## src/rtl/hnm_row_scanner.sv

```systemverilog
`default_nettype none
// +--------------------------------------------------------------------------+
// | hnm_row_scanner: sweeps HNM rows, buffers the row words and streams each  |
// | fired SSID {row, col} over valid/ready.                 Rev 1.0          |
// +--------------------------------------------------------------------------+
module hnm_row_scanner #(
  parameter int NROWS_HNM        = 16,
  parameter int NCOLS_HNM        = 16,
  parameter int ROWINDEXBITS_HNM = 4,
  parameter int COLINDEXBITS_HNM = 4,
  parameter int READ_LATENCY     = 2,
  parameter int ROWFIFO_DEPTH    = 4
) (
  input  logic                                       clk,
  input  logic                                       reset,
  input  logic                                       start,
  input  logic                                       hnm_busy,
  output logic                                       readRow,
  output logic [ROWINDEXBITS_HNM-1:0]                rowRead,
  input  logic [ROWINDEXBITS_HNM-1:0]                rowPassed,
  input  logic [NCOLS_HNM-1:0]                       rowReadOutput,
  output logic [ROWINDEXBITS_HNM+COLINDEXBITS_HNM-1:0] ssid_out,
  output logic                                       ssid_valid,
  input  logic                                       ssid_ready,
  output logic                                       busy,
  output logic                                       done,
  output logic                                       row_error
);

  localparam int PW = $clog2(ROWFIFO_DEPTH);
  localparam int CW = PW + 1;
  localparam logic [CW:0] DEPTH_C = (CW+1)'(ROWFIFO_DEPTH);
  localparam logic [ROWINDEXBITS_HNM-1:0] LAST_ROW = ROWINDEXBITS_HNM'(NROWS_HNM - 1);

  typedef enum logic [1:0] {S_IDLE, S_SCAN, S_DRAIN} state_t;

  state_t                                       state, state_nx;
  logic [ROWINDEXBITS_HNM-1:0]                  row_cnt, issue_row;
  logic                                         start_ok, issue, last_issue, done_nx, busy_nx;
  logic [CW-1:0]                                inflight, fifo_count;
  logic [CW:0]                                  occupancy;
  logic [READ_LATENCY-1:0]                      pipe_v;
  logic [READ_LATENCY-1:0][ROWINDEXBITS_HNM-1:0] pipe_row;
  logic [NCOLS_HNM-1:0]                         fifo_word [ROWFIFO_DEPTH];
  logic [ROWINDEXBITS_HNM-1:0]                  fifo_row  [ROWFIFO_DEPTH];
  logic [PW-1:0]                                wr_ptr, rd_ptr;
  logic                                         push, enc_load, out_free, take, drain_done;
  logic [NCOLS_HNM-1:0]                         enc_word, enc_rest;
  logic [ROWINDEXBITS_HNM-1:0]                  enc_row;
  logic [COLINDEXBITS_HNM-1:0]                  enc_col;

  // Reads are only issued when FIFO plus in-flight leaves a slot for the return.
  assign occupancy  = {1'b0, fifo_count} + {1'b0, inflight};
  assign push       = pipe_v[READ_LATENCY-1];
  assign out_free   = !ssid_valid || ssid_ready;
  assign take       = out_free && (enc_word != '0);
  assign enc_rest   = enc_word & (enc_word - NCOLS_HNM'(1));
  assign enc_load   = (fifo_count != '0) && ((enc_word == '0) || (take && (enc_rest == '0)));
  assign drain_done = (inflight == '0) && (fifo_count == '0) && (enc_word == '0) && !ssid_valid;

  always_comb begin
    enc_col = '0;
    for (int i = NCOLS_HNM - 1; i >= 0; i--) begin
      if (enc_word[i]) enc_col = COLINDEXBITS_HNM'(i);
    end
  end

  always_comb begin
    state_nx   = state;
    done_nx    = 1'b0;
    start_ok   = (state == S_IDLE) && start && !busy;
    issue_row  = start_ok ? '0 : row_cnt;
    issue      = (start_ok || (state == S_SCAN)) && !hnm_busy && (occupancy < DEPTH_C);
    last_issue = issue && (issue_row == LAST_ROW);
    case (state)
      S_IDLE:  if (start_ok) state_nx = last_issue ? S_DRAIN : S_SCAN;
      S_SCAN:  if (last_issue) state_nx = S_DRAIN;
      S_DRAIN: if (drain_done) begin
                 state_nx = S_IDLE;
                 done_nx  = 1'b1;
               end
      default: state_nx = S_IDLE;
    endcase
    busy_nx = (state_nx != S_IDLE) || done_nx;
  end

  always_ff @(posedge clk or negedge reset) begin
    if (!reset) begin
      state <= S_IDLE;
      busy  <= 1'b0;
      done  <= 1'b0;
    end else begin
      state <= state_nx;
      busy  <= busy_nx;
      done  <= done_nx;
    end
  end

  always_ff @(posedge clk or negedge reset) begin
    if (!reset) begin
      readRow    <= 1'b0;
      rowRead    <= '0;
      row_cnt    <= '0;
      inflight   <= '0;
      pipe_v     <= '0;
      pipe_row   <= '0;
      row_error  <= 1'b0;
      wr_ptr     <= '0;
      rd_ptr     <= '0;
      fifo_count <= '0;
      enc_word   <= '0;
      enc_row    <= '0;
      ssid_out   <= '0;
      ssid_valid <= 1'b0;
    end else begin
      readRow <= issue;
      if (issue) rowRead <= issue_row;
      if (issue && !last_issue) row_cnt <= issue_row + ROWINDEXBITS_HNM'(1);
      else if (start_ok)        row_cnt <= '0;

      if (issue && !push)      inflight <= inflight + CW'(1);
      else if (!issue && push) inflight <= inflight - CW'(1);

      pipe_v[0]   <= readRow;
      pipe_row[0] <= rowRead;
      for (int i = 1; i < READ_LATENCY; i++) begin
        pipe_v[i]   <= pipe_v[i-1];
        pipe_row[i] <= pipe_row[i-1];
      end

      // The tag from the shift register is authoritative; the echo only flags errors.
      if (start_ok)                                                    row_error <= 1'b0;
      else if (push && (rowPassed != pipe_row[READ_LATENCY-1]))        row_error <= 1'b1;

      if (push)     wr_ptr <= wr_ptr + PW'(1);
      if (enc_load) rd_ptr <= rd_ptr + PW'(1);
      if (push && !enc_load)      fifo_count <= fifo_count + CW'(1);
      else if (!push && enc_load) fifo_count <= fifo_count - CW'(1);

      if (enc_load) begin
        enc_word <= fifo_word[rd_ptr];
        enc_row  <= fifo_row[rd_ptr];
      end else if (take) begin
        enc_word <= enc_rest;
      end

      if (take) begin
        ssid_out   <= {enc_row, enc_col};
        ssid_valid <= 1'b1;
      end else if (ssid_ready) begin
        ssid_valid <= 1'b0;
      end
    end
  end

  always_ff @(posedge clk) begin
    if (push) begin
      fifo_word[wr_ptr] <= rowReadOutput;
      fifo_row[wr_ptr]  <= pipe_row[READ_LATENCY-1];
    end
  end

endmodule
`default_nettype wire

```

## config.mk

```make
export PLATFORM = sky130hd
export DESIGN_NAME = hnm_row_scanner
export DESIGN_NICKNAME = d
export VERILOG_FILES = /design/src/rtl/hnm_row_scanner.sv
export SDC_FILE = /design/constraint.sdc
export NUM_CORES = 1
export LEC_CHECK = 0
export BUFFER_PORTS_ARGS = -buffer_cell sky130_fd_sc_hd__buf_4
export CORE_ASPECT_RATIO = 1.75
export CORE_UTILIZATION = 40
export CTS_BUF_LIST = sky130_fd_sc_hd__clkbuf_8
export DETAILED_ROUTE_END_ITERATION = 10
export SYNTH_ARGS = -nofsm -noshare
export SYNTH_HDL_FRONTEND = slang
export SYNTH_SLANG_ARGS = --single-unit
```

## constraint.sdc

```tcl
create_clock -name clk -period 6.3 [get_ports clk]
set_input_delay 0.315 -clock clk [delete_from_list [all_inputs] [get_ports clk]]
set_output_delay 0.315 -clock clk [all_outputs]
set_load 0.02 [all_outputs]
```

==> impl_summary.log <==
[metrics] outcome: finished clean
[metrics] clock root buffer: clkbuf_8
[metrics] worst setup path category: reg2reg
[metrics] area enclosed by the die boundary: about 0.015 mm2
[metrics] startpoint of the lowest-slack register-to-register path: enc_word[8]
[metrics] Warnings, synthesis: 0
[metrics] WP data required: between 6 and 7 ns
[metrics] worst hold path type: in2reg
[metrics] critical path capture point type: flop
[metrics] min-delay src: rowReadOutput[3]
[metrics] average wire per standard cell: 17.8 um
[metrics] Detail Route Antenna Nets: 0
[metrics] global-route wire length before repair: approximately 18 mm
[metrics] number of iterations in the first detailed-routing pass: 4
[metrics] share of layout cells above drive strength 1: 0.241
[metrics] total nets after synthesis: roughly 440
[metrics] Total Routing Usage GR: 0.164
[metrics] starting utilization of the core area: 0.412
[metrics] count of input and output buffers: 41
[metrics] dominant register cell in the synthesized netlist: edfxtp_1
[metrics] worst path arrival time: 3.79 ns
[metrics] clock transition time at the flip-flop clock pins of the worst setup and hold paths: approximately 0.080 ns
[metrics] number of vias per cell after detailed routing: roughly 5.3
[metrics] number of failing setup endpoints in the final timing report: 0
[metrics] sequential area share after synthesis: 0.669
[metrics] via count: 3401
[metrics] Setup TNS Final: 0 ns
[metrics] Setup Buffers After CTS: 0
[metrics] average size of a mapped cell: roughly 15 um2
[metrics] Routed WL: around 11 mm
[metrics] H-tree Lvls: 4
[metrics] total count of max-transition violations in the final report: 0
[metrics] measured slew at the worst slew-check pin: 1.20 ns
[metrics] number of placement rows: a little under 60
[metrics] Clk Latency, worst-skew pair: between 0.4 and 0.5 ns
[metrics] number of fillers in the final layout: 1262
[metrics] ports placed on the boundary: 42
[metrics] Total Power Consumption: approximately 0.0035 W
[metrics] maximum achievable frequency: 287 MHz
[metrics] number of antenna violations at the first check in global routing: 0
[metrics] number of enable-type register cells in the synthesized netlist: 80
[metrics] worst setup path startpoint: enc_word[8]
[metrics] Max-Slew Margin vs Limit: 0.200
[metrics] post-synthesis cell type count: 50
[metrics] time the final worst path needs with I/O delays and setup: 3.48 ns
[metrics] biggest fanout along the worst timing path: 10
[metrics] hold-fix buffers at CTS: 1
[metrics] chip width: 94.2 um
[metrics] Floorplan Core Area: 0.0144 mm2
[metrics] overall overflow remaining after global route: 0
[metrics] diodes inserted: 0
[metrics] layout net count: around 480
[metrics] post-synthesis instance area: around 0.0059 mm2
[metrics] Hold Vio Cnt, Final: 0
[metrics] cells after synthesis: about 400
[metrics] post-cts sizing count: 0
[metrics] weighted congestion at the end of routability-driven global placement: between 0.8 and 0.9
[metrics] number of global-route vias before repair: 3586
[metrics] worst hold slack across all endpoints: about 0.08 ns
[metrics] Reg2Reg Setup Slack: roughly 2.8 ns
[metrics] power per unit of standard cell area: 504 mW/mm2
[metrics] final worst clock skew: between 0.009 and 0.01 ns
[metrics] worst IR drop on VDD: ~320 uV
[metrics] share of flip-flops with an asynchronous set or reset after synthesis: 0.441
[metrics] unrepaired setup endpoints after global routing: no
[metrics] pin count of the biggest net entering global routing: 64
[metrics] clock tree from TritonCTS: yes
[metrics] first-iteration detailed-routing DRC count: approximately 190
[metrics] Num Clock Sinks: about 140
[metrics] number of max-cap violations: 0
[metrics] final cycle utilization of the critical path: 0.552
[metrics] total CTS buffers: 17
[metrics] Post-DP HPWL: a little under 8 mm
[metrics] synthesis-to-finish area growth: 16.1%
[metrics] Critical Path Start Type: flop
[metrics] leakage component of the power: around 2.7 nW
[metrics] flops & latches, synth: ~140
[metrics] number of DRC violations after detailed routing: 0
[metrics] maximum clock path buffer count: 2
[metrics] die height: 163 um
-- placed cells by master, fill, tap and decap left out, drive strengths merged, types with 11 or more instances in the layout --
master | Yosys | routed
a21oi | 11 | 11
buf | 5 | 43
clkbuf | 10 | 20
dfrtp | 63 | 63
edfxtp | 80 | 80
inv | 27 | 31
mux2 | 11 | 11
mux4 | 20 | 20
nand2 | 23 | 23
nor2 | 17 | 17
o21ai | 34 | 34
-- cell families after synthesis --
| family | count (synthesis) | synth area share |
|---|---|---|
| adders and majority gates | 14 | 0.0307 |
| xor gates and xnor gates | 13 | 0.0191 |
| and+or+nand+nor | 87 | 0.0776 |
| muxes | 33 | 0.101 |
| AOI/OAI and AO/OA | 67 | 0.0739 |
| DFF | 143 | 0.669 |
| buffers and inverters | 42 | 0.0282 |
-- power by group --
| group | internal (W) | switching (W) |
|---|---|---|
| clock network | 0.000501 | 0.000333 |
| registers | 0.00123 | 0.000243 |
| logic | 0.000555 | 0.000617 |
| total | 0.00229 | 0.00119 |
-- worst paths after layout --
path	cells past startpoint	endpoint
max in group asynchronous	2	enc_row[2]
min	1	fifo_word[2][3]
min reg2reg	0	pipe_row[5]
max reg2reg	10	fifo_count[1]
max	10	fifo_count[1]
min in group asynchronous	2	state[1]
-- synthesized netlist by cell type, drive strengths merged, types with 2 or more instances --
master / n / share of area
edfxtp: 80 / 0.40
dfrtp: 63 / 0.27
o21ai: 34 / 0.029
inv: 27 / 0.017
nand2: 23 / 0.015
mux4: 20 / 0.076
nor2: 17 / 0.011
a21oi: 11 / 0.0093
mux2: 11 / 0.022
clkbuf: 10 / 0.0065
ha: 9 / 0.019
xnor2: 8 / 0.012
nor3: 7 / 0.0059
nor4: 7 / 0.0099
or4: 7 / 0.0095
and2: 6 / 0.0063
or3: 6 / 0.0063
buf: 5 / 0.0046
o31ai: 5 / 0.0063
xor2: 5 / 0.0074
maj3: 3 / 0.0051
nand3: 3 / 0.0025
nand4: 3 / 0.0032
o21bai: 3 / 0.0038
o41ai: 3 / 0.0057
a211oi: 2 / 0.0034
a41oi: 2 / 0.0042
fa: 2 / 0.0067
mux2i: 2 / 0.0034
nand2b: 2 / 0.0021
nor2b: 2 / 0.0021
nor3b: 2 / 0.0025
or2: 2 / 0.0021
-- through the flow --
step                      cell area (um2)  utilization  std cells  setup WS (ns)
after detailed placement             6430        0.445        607           2.86
after global placement               6430        0.445        607           2.94
after global routing                 6900        0.478        640           2.65
after CTS                            6900        0.478        640           2.84
after floorplan                      5950            -        399           3.06
final                                6900        0.478        640           2.82
-- cell type report --
type	instances	area [um2]	area share
Timing Repair Buffer	44	333	0.0482
Sequential cell	143	3980	0.576
Clock inverter	12	191	0.0277
Multi-Input combinational cell	214	1800	0.261
Inverter	27	101	0.0147
Tap cell	180	225	0.0326
Clock buffer	20	275	0.0399
-- registers in the layout, indices dropped and copies added (netlist names) --
| name | flops |
|---|---|
| enc_row | 4 |
| rowRead | 4 |
| pipe_v | 2 |
| inflight | 3 |
| ssid_out | 8 |
| fifo_row | 16 |
| pipe_row | 8 |
| row_error | 1 |
| rd_ptr | 2 |
| ssid_valid | 1 |
| state | 2 |
| wr_ptr | 2 |
| row_cnt | 4 |
| done | 1 |
| busy | 1 |
| fifo_word | 64 |
| fifo_count | 3 |
| readRow | 1 |
| enc_word | 16 |
-- per-layer routing --
metal | vias to the layer above | track usage | routed length (um)
met3 | 24 | 0.0386 | 367
li1 | 1586 | - | -
met5 | - | 0 | 0
met2 | 76 | 0.295 | 6370
met1 | 1715 | 0.180 | 4400
met4 | 0 | 0.0699 | 282
-- worst max-delay path, stage by stage (launching register included) --
cell,delay [ns]
dfrtp_1,0.53
nor4_4,0.48
nand4_1,0.16
maj3_1,0.40
or4_1,0.43
a211oi_2,0.28
a31oi_1,0.08
ha_1,0.24
inv_1,0.07
fa_1,0.42
mux2_2,0.28
No activity file was read; power rests on OpenSTA's default activity.
